===== config.mk =====
export PLATFORM = sky130hd
export DESIGN_NAME = pll_lock_sequencer
export DESIGN_NICKNAME = d
export VERILOG_FILES = /design/src/rtl/pll_lock_sequencer.sv
export SDC_FILE = /design/constraint.sdc
export NUM_CORES = 1
export LEC_CHECK = 0
export ABC_AREA = 0
export BUFFER_PORTS_ARGS = -buffer_cell sky130_fd_sc_hd__buf_4
export CAP_MARGIN = 5
export CELL_PAD_IN_SITES_DETAIL_PLACEMENT = 0
export CELL_PAD_IN_SITES_GLOBAL_PLACEMENT = 1
export CORE_UTILIZATION = 47
export CTS_BUF_LIST = sky130_fd_sc_hd__clkbuf_4
export DETAILED_ROUTE_END_ITERATION = 7
export HOLD_SLACK_MARGIN = 0.05
export PLACE_DENSITY_LB_ADDON = 0.1
export SLEW_MARGIN = 20
export SYNTH_ARGS = -nofsm -noshare
export SYNTH_HDL_FRONTEND = slang
export SYNTH_SLANG_ARGS = --single-unit

===== constraint.sdc =====
create_clock -name REFERENCECLK -period 2.5 [get_ports REFERENCECLK]
set_clock_uncertainty 0.2 [all_clocks]
set_input_delay 0.5 -clock REFERENCECLK [delete_from_list [all_inputs] [get_ports REFERENCECLK]]
set_output_delay 0.5 -clock REFERENCECLK [all_outputs]
set_load 0.1 [all_outputs]

===== src/rtl/pll_lock_sequencer.sv =====
// PLL power-up / relock sequencer: pulses the PLL reset, waits for a stable lock with a
// timeout and retry budget, then releases the system reset; re-sequences on lock loss.
module pll_lock_sequencer #(
    parameter int RST_CYCLES    = 16,
    parameter int LOCK_TIMEOUT  = 4096,
    parameter int SETTLE_CYCLES = 256,
    parameter int MAX_RETRY     = 3,
    parameter int CNT_W         = 13,
    parameter int RETRY_W       = 2
) (
    input  logic               REFERENCECLK,
    input  logic               RESET,
    input  logic               LOCK,
    input  logic               RELOCK_REQ,
    output logic               PLL_RESETB,
    output logic               SYS_RESETN,
    output logic               READY,
    output logic               FAULT,
    output logic [RETRY_W-1:0] RETRY_CNT,
    output logic [2:0]         STATE
);

    typedef enum logic [2:0] {
        S_PLL_RST   = 3'd0,
        S_WAIT_LOCK = 3'd1,
        S_SETTLE    = 3'd2,
        S_RUN       = 3'd3,
        S_FAULT     = 3'd4
    } state_t;

    localparam logic [CNT_W-1:0]   RST_LAST    = CNT_W'(RST_CYCLES - 1);
    localparam logic [CNT_W-1:0]   TO_LAST     = CNT_W'(LOCK_TIMEOUT - 1);
    localparam logic [CNT_W-1:0]   SETTLE_LAST = CNT_W'(SETTLE_CYCLES - 1);
    localparam logic [RETRY_W-1:0] RETRY_MAX   = RETRY_W'(MAX_RETRY);

    state_t               state, state_nxt;
    logic [CNT_W-1:0]     cnt, cnt_nxt;
    logic [RETRY_W-1:0]   retry_nxt;
    logic                 lock_p0, lock_p1;

    // LOCK is asynchronous to the reference clock; lock_p1 is the only copy the FSM uses.
    always_ff @(posedge REFERENCECLK or negedge RESET) begin
        if (!RESET) begin
            lock_p0 <= 1'b0;
            lock_p1 <= 1'b0;
        end else begin
            lock_p0 <= LOCK;
            lock_p1 <= lock_p0;
        end
    end

    always_comb begin
        state_nxt = state;
        cnt_nxt   = cnt + 1'b1;
        retry_nxt = RETRY_CNT;
        case (state)
            S_PLL_RST: begin
                if (cnt == RST_LAST) begin
                    state_nxt = S_WAIT_LOCK;
                    cnt_nxt   = '0;
                end
            end
            S_WAIT_LOCK: begin
                // A lock arriving on the timeout cycle takes priority over the retry.
                if (lock_p1) begin
                    state_nxt = S_SETTLE;
                    cnt_nxt   = '0;
                end else if (cnt == TO_LAST) begin
                    cnt_nxt = '0;
                    if (RETRY_CNT == RETRY_MAX) begin
                        state_nxt = S_FAULT;
                    end else begin
                        retry_nxt = RETRY_CNT + 1'b1;
                        state_nxt = S_PLL_RST;
                    end
                end
            end
            S_SETTLE: begin
                if (!lock_p1) begin
                    state_nxt = S_WAIT_LOCK;
                    cnt_nxt   = '0;
                end else if (cnt == SETTLE_LAST) begin
                    state_nxt = S_RUN;
                    cnt_nxt   = '0;
                    retry_nxt = '0;
                end
            end
            S_RUN: begin
                cnt_nxt = '0;
                if (!lock_p1 || RELOCK_REQ) begin
                    state_nxt = S_PLL_RST;
                end
            end
            S_FAULT: begin
                cnt_nxt = '0;
                if (RELOCK_REQ) begin
                    state_nxt = S_PLL_RST;
                    retry_nxt = '0;
                end
            end
            default: begin
                state_nxt = S_PLL_RST;
                cnt_nxt   = '0;
            end
        endcase
    end

    // Outputs are decoded from the next state so they change on the same edge as the state.
    always_ff @(posedge REFERENCECLK or negedge RESET) begin
        if (!RESET) begin
            state      <= S_PLL_RST;
            cnt        <= '0;
            RETRY_CNT  <= '0;
            PLL_RESETB <= 1'b0;
            SYS_RESETN <= 1'b0;
            READY      <= 1'b0;
            FAULT      <= 1'b0;
        end else begin
            state      <= state_nxt;
            cnt        <= cnt_nxt;
            RETRY_CNT  <= retry_nxt;
            PLL_RESETB <= (state_nxt == S_WAIT_LOCK) || (state_nxt == S_SETTLE) ||
                          (state_nxt == S_RUN);
            SYS_RESETN <= (state_nxt == S_RUN);
            READY      <= (state_nxt == S_RUN);
            FAULT      <= (state_nxt == S_FAULT);
        end
    end

    assign STATE = state;

endmodule


==> results_dict.tcl, run 1 <==
set metrics [dict create \
    cp_slowest_stage_delay_ns 0.59 \
    fin_setup_tns_ns 0 \
    area.growth.synth_to_final_pct 12.07 \
    core_area_mm2 0.002276 \
    maxCapViolCount 0 \
    crit_slowest_cell "or4_4" \
    holdCritPathClass "input port to flop" \
    crit_chain "or4_4 > or2_4 > a211oi_4 > buf_4 > nor2_1" \
    die-width_um 51.92 \
    critical_path_arrival_ns 2.17 \
    grt_pass1_vias 809 \
    cp-end-kind "flop" \
    clkTransAtPathRegs_ns 0.12 \
    synthFlopType "dfrtp_1" \
    htreeDepth 1 \
    place.gp.congestion 0.8341 \
    design_area_mm2 0.001313 \
    cts.sinks 23 \
    grt_util_all_layers_pct 17.97 \
    cts_hold_buf 1 \
    start_util_pct 51.46 \
    final-instance-count-excl-fill 152 \
    finalCritPeriodShare_pct 87.10 \
    total_power_uw 1372 \
    wl_per_cell_um 13.26 \
    clock_path_buffers 2 \
    row_count 17 \
    final_common_cell "dfrtp_1" \
    critPathBufInv 1 \
    fp.dieArea_mm2 0.002695 \
    powerDensity_mw_per_mm2 1045 \
    avgSynthCellArea_um2 10.55 \
    cts-root-buf "clkbuf_4" \
    diodes 0 \
    slew_viol_final 0 \
    overflow 0 \
    drtAntennaViolNets 0 \
    drc 0 \
    synthDistinctLibCells 40 \
    max-slew-margin-rel_pct 58.41 \
    ys_ff_latch 23 \
    vias 842 \
    post-route-min-period_ns 2.177 \
    antenna_found_initial 0 \
    postCtsSetupRepairBufs 0 \
    avgViaCountPerCell 5.539 \
    crit_type "flop to flop" \
    die_y_um 51.92 \
    worstMarginPinSlew_ns 0.6225 \
    routed_wl_mm 2.016 \
    cp_max_fo 8 \
    hold_viol 0 \
    critPathRequiredTime_ns 2.50 \
    io_buffers 12 \
    syn-num-nets 117 \
    ir_drop_v 0.0007144 \
    clk_latency_ns 0.29 \
    leakagePower_uw 0.0005972 \
    ctsResizeCount 0 \
    cts_buffers 3 \
    place_area_mm2 0.001272 \
    drive_above_1_share_pct 19.35 \
    setup_viol 0 \
    rsz0062_at_grt "no" \
    firstDrtPassIters 4 \
    cts_tree "yes" \
    yosysWarnings 0 \
    grt_max_degree 24 \
    io_pins 13 \
    grt_pass1_wl_mm 3.498 \
    max_freq_mhz 459.2 \
    synth.yosys.seq_area_share_pct 49.15 \
    nNetsFinal 131 \
    fill_cells 201 \
    synth_edf_count 0 \
    dp_hpwl_mm 1.475 \
    synthCells 111 \
    start_kind "flop" \
    dp.cells 147 \
    drt_iter0_markers 13 \
    status "completed" \
    timing.hold.ws_ns 0.1049 \
    async_flop_share_pct 100.0 \
    critical-path-top-delay-family "simple AND/OR/NAND/NOR gates" \
    layout_common_cells "22 x dfrtp_1, 17 x nor2_1, 13 x buf_4, 7 x xnor2_1, 6 x inv_1" \
    syn-cell-area_mm2 0.001171 \
]
-- flip-flops by register name, summed over array words and instances, names as in the netlist --
| signal | cells |
|---|---|
| FAULT | 1 |
| PLL_RESETB | 1 |
| READY | 1 |
| RETRY_CNT | 2 |
| STATE | 3 |
| cnt | 13 |
| lock_p0 | 1 |
| lock_p1 | 1 |
-- Yosys cell counts (2+ instances only) --
cell / count / area, um2
dfrtp_1: 23 / 575.6
nor2_1: 17 / 63.81
xnor2_1: 7 / 61.31
inv_1: 6 / 22.52
nor3_1: 5 / 25.02
nand2_1: 4 / 15.01
o41ai_1: 4 / 35.03
xor2_1: 4 / 35.03
nand3_1: 3 / 15.01
nand4_1: 3 / 18.77
nand4b_1: 3 / 26.28
ha_1: 2 / 25.02
nor3b_1: 2 / 15.01
nor4_1: 2 / 12.51
-- cell families after synthesis --
kind of cell	count (synthesis)	synth area share (%)
AND/OR/NAND/NOR	50	24.04
flip-flops	23	49.15
AO/OA/AOI/OAI	13	10.79
XOR/XNOR	11	8.226
buffers and inverters	11	4.700
adder cells (fa/ha/maj)	2	2.136
multiplexers	1	0.9615
-- power breakdown --
part	leakage, uW	internal (uW)	switching, uW
combinational	0.000274	219	433
clock	0.0000184	72.9	100
sequential	0.000305	449	97.0
-- stage by stage --
| step | utilization [%] | worst slack (ns) |
|---|---|---|
| after floorplan | - | 0.04804 |
| after global placement | 55.91 | 0.3768 |
| after detailed placement | 55.91 | 0.3353 |
| after CTS | 57.67 | 0.3238 |
| after global routing | 57.67 | 0.2114 |
| final | 57.67 | 0.3225 |
-- path summary, 6_finish.rpt --
check                                  start                  to  slack, ns  depth (start not counted)
min in group asynchronous              RESET   lock_p1$_DFF_PN0_       0.42                          2
min reg2reg                lock_p0$_DFF_PN0_   lock_p1$_DFF_PN0_       0.17                          0
max in group asynchronous              RESET  STATE[1]$_DFF_PN0_       1.44                          2
max                         cnt[8]$_DFF_PN0_    cnt[4]$_DFF_PN0_       0.32                          5
min                                     LOCK   lock_p0$_DFF_PN0_       0.10                          1
max reg2reg                 cnt[8]$_DFF_PN0_    cnt[4]$_DFF_PN0_       0.32                          5
-- layer usage --
metal	track usage [%]	wire [um]
met1	22.68	995
met2	29.49	957
met3	3.509	45
met4	8.108	17
met5	0	0
-- cell type report --
class,instances,area [um2],area share (%)
Inverter,6,22.52,1.716
Timing Repair Buffer,14,107.6,8.198
Multi-Input combinational cell,77,540.5,41.18
Clock buffer,4,30.03,2.288
Sequential cell,23,576.8,43.95
Tap cell,28,35.03,2.669
Note: power is estimated with default switching activity, not from simulation.
==> inputs of run 2 (changes only) <==
- BUFFER_PORTS_ARGS: -buffer_cell sky130_fd_sc_hd__buf_4 -> not set
- CORE_UTILIZATION: 47 -> 51
- DONT_BUFFER_PORTS: not set -> 1
==> run 2 against run 1 <==
  * Maximum frequency up 0.83%
  * Worst hold slack got worse by 0.038 ns
  * Flip-flop and latch count is the same
  * Clock power grew 5%
  * Sequential share of layout area is essentially flat
  * Total power is 2.8% higher
  * Critical path type unchanged
==> results_dict.tcl, run 2 (synthesis gave the netlist of run 1 again) <==
set metrics [dict create \
    hold_viol 0 \
    die-width_um 49.92 \
    critPathRequiredTime_ns 2.51 \
    layout_common_cells "21 x dfrtp_1, 17 x nor2_1, 10 x buf_4, 7 x xnor2_1, 6 x inv_1" \
    vias 839 \
    grt_pass1_wl_mm 3.719 \
    holdCritPathClass "input port to flop" \
    total_power_uw 1411 \
    grt_util_all_layers_pct 20.30 \
    leakagePower_uw 0.0005932 \
    postCtsSetupRepairBufs 0 \
    grt_pass1_vias 835 \
    fill_cells 178 \
    ir_drop_v 0.0007446 \
    firstDrtPassIters 4 \
    clk_latency_ns 0.31 \
    start_kind "flop" \
    avgViaCountPerCell 5.556 \
    clock_path_buffers 2 \
    core_area_mm2 0.002062 \
    wl_per_cell_um 14.46 \
    cts.sinks 23 \
    rsz0062_at_grt "no" \
    drive_above_1_share_pct 18.55 \
    cts_buffers 3 \
    drt_iter0_markers 12 \
    fp.dieArea_mm2 0.002492 \
    antenna_found_initial 0 \
    powerDensity_mw_per_mm2 1073 \
    worstMarginPinSlew_ns 0.6168 \
    status "completed" \
    htreeDepth 1 \
    maxCapViolCount 0 \
    area.growth.synth_to_final_pct 12.29 \
    setup_viol 0 \
    row_count 16 \
    cp_max_fo 5 \
    cts-root-buf "clkbuf_4" \
    clkTransAtPathRegs_ns 0.12 \
    die_y_um 49.92 \
    cp_slowest_stage_delay_ns 0.47 \
    combPwrFrac_pct 49.4 \
    largest_register "cnt" \
    crit_type "flop to flop" \
    critPathBufInv 0 \
    switching_power_uw 654.5 \
    seqPwrFrac_pct 37.7 \
    slew_viol_final 0 \
    fin_setup_tns_ns 0 \
    cp-end-kind "flop" \
    crit_chain "ha_1 > nand4b_1 > o41ai_1 > o221ai_1 > mux2_2" \
    io_buffers 0 \
    critical-path-top-delay-family "compound AO/OA/AOI/OAI gates" \
    post-route-min-period_ns 2.160 \
    crit_slowest_cell "o41ai_1" \
    diodes 0 \
    start_util_pct 56.80 \
    ctsResizeCount 0 \
    routed_wl_mm 2.183 \
    place.gp.congestion 0.7808 \
    p_sw_share_pct 46.40 \
    p_int_uw 756.1 \
    overflow 0 \
    nNetsFinal 131 \
    drc 0 \
    drtAntennaViolNets 0 \
    finalCritPeriodShare_pct 86.38 \
    final_common_cell "dfrtp_1" \
    io_pins 13 \
    cts_tree "yes" \
    critical_path_arrival_ns 2.17 \
    dp_hpwl_mm 1.560 \
    max_freq_mhz 463.0 \
    grt_max_degree 24 \
    max-slew-margin-rel_pct 58.79 \
    clkPwrFrac_pct 12.9 \
    largest_register_ffs 13 \
]
-- run 2: cell count changes in the layout (fill, tap and decap cells not counted) --
cell | before | now
dfrtp_1 | 22 | 21
buf_2 | 0 | 1
dfrtp_2 | 1 | 2
buf_4 | 13 | 10
dlygate4sd3_1 | 1 | 3
-- run 2: metrics by stage --
| step | area [um2] | hold WS (ns) | utilization [%] | setup WS [ns] | cells |
|---|---|---|---|---|---|
| 6_report | 1315 | 0.06673 | 63.77 | 0.3404 | 151 |
| 5_1_grt | 1315 | 0.05218 | 63.77 | 0.1980 | 151 |
| 3_5_place_dp | 1250 | 0.004831 | 60.62 | 0.3605 | 143 |
| 4_1_cts | 1310 | 0.05331 | 63.53 | 0.3498 | 150 |
| 3_3_place_gp | 1250 | 0.004831 | 60.62 | 0.4525 | 143 |
| 2_1_floorplan | 1172 | 0.004409 | - | 0.04804 | 111 |
-- run 2: power by group through the flow --
stage	combinational, uW	sequential, uW	clock (uW)
global route	759	547	202
floorplan	358	737	0
CTS	702	531	186
detailed placement	688	540	0
global placement	684	533	0
finish	697	532	182
-- run 2: what timing repair did --
action,in CTS,in global routing
hold endpoints to repair,25,23
endpoints found under the setup margin,0,0
hold buffers,3,1
-- run 2: path summary, 6_finish.rpt --
check,startpoint,cells after the start,slack [ns],to
min in group asynchronous,RESET,2,0.48,cnt[7]$_DFF_PN0_
min reg2reg,lock_p0$_DFF_PN0_,0,0.16,lock_p1$_DFF_PN0_
max,cnt[0]$_DFF_PN0_,5,0.34,RETRY_CNT[0]$_DFFE_PN0P_
min,RELOCK_REQ,1,0.07,STATE[2]$_DFF_PN0_
max reg2reg,cnt[0]$_DFF_PN0_,5,0.34,RETRY_CNT[0]$_DFFE_PN0P_
max in group asynchronous,RESET,2,1.25,READY$_DFF_PN0_
-- run 2: area by class of cell --
cell class | count | area [um2] | area share, %
well taps | 27 | 33.78 | 2.569
repair buffers | 14 | 110.1 | 8.373
inverters | 6 | 22.52 | 1.713
flip-flops and latches | 23 | 578.1 | 43.96
clock buffers | 4 | 30.03 | 2.284
multi-input cells | 77 | 540.5 | 41.10
-- run 2: worst reg2reg max path, delay by kind of cell, from the launching register on --
kind            cells  cell delay (ns)
compound gates      2             0.69
fa+ha+maj           1             0.23
flops               1             0.42
mux                 1             0.30
simple gates        1             0.22
-- run 2: layer usage --
metal / wire length (um) / global-route usage [%] / vias up
met5: 0 / 0 / -
met4: 46 / 10.00 / 0
met3: 51 / 3.704 / 4
met2: 992 / 31.76 / 14
met1: 1092 / 26.82 / 397
li1: - / - / 424
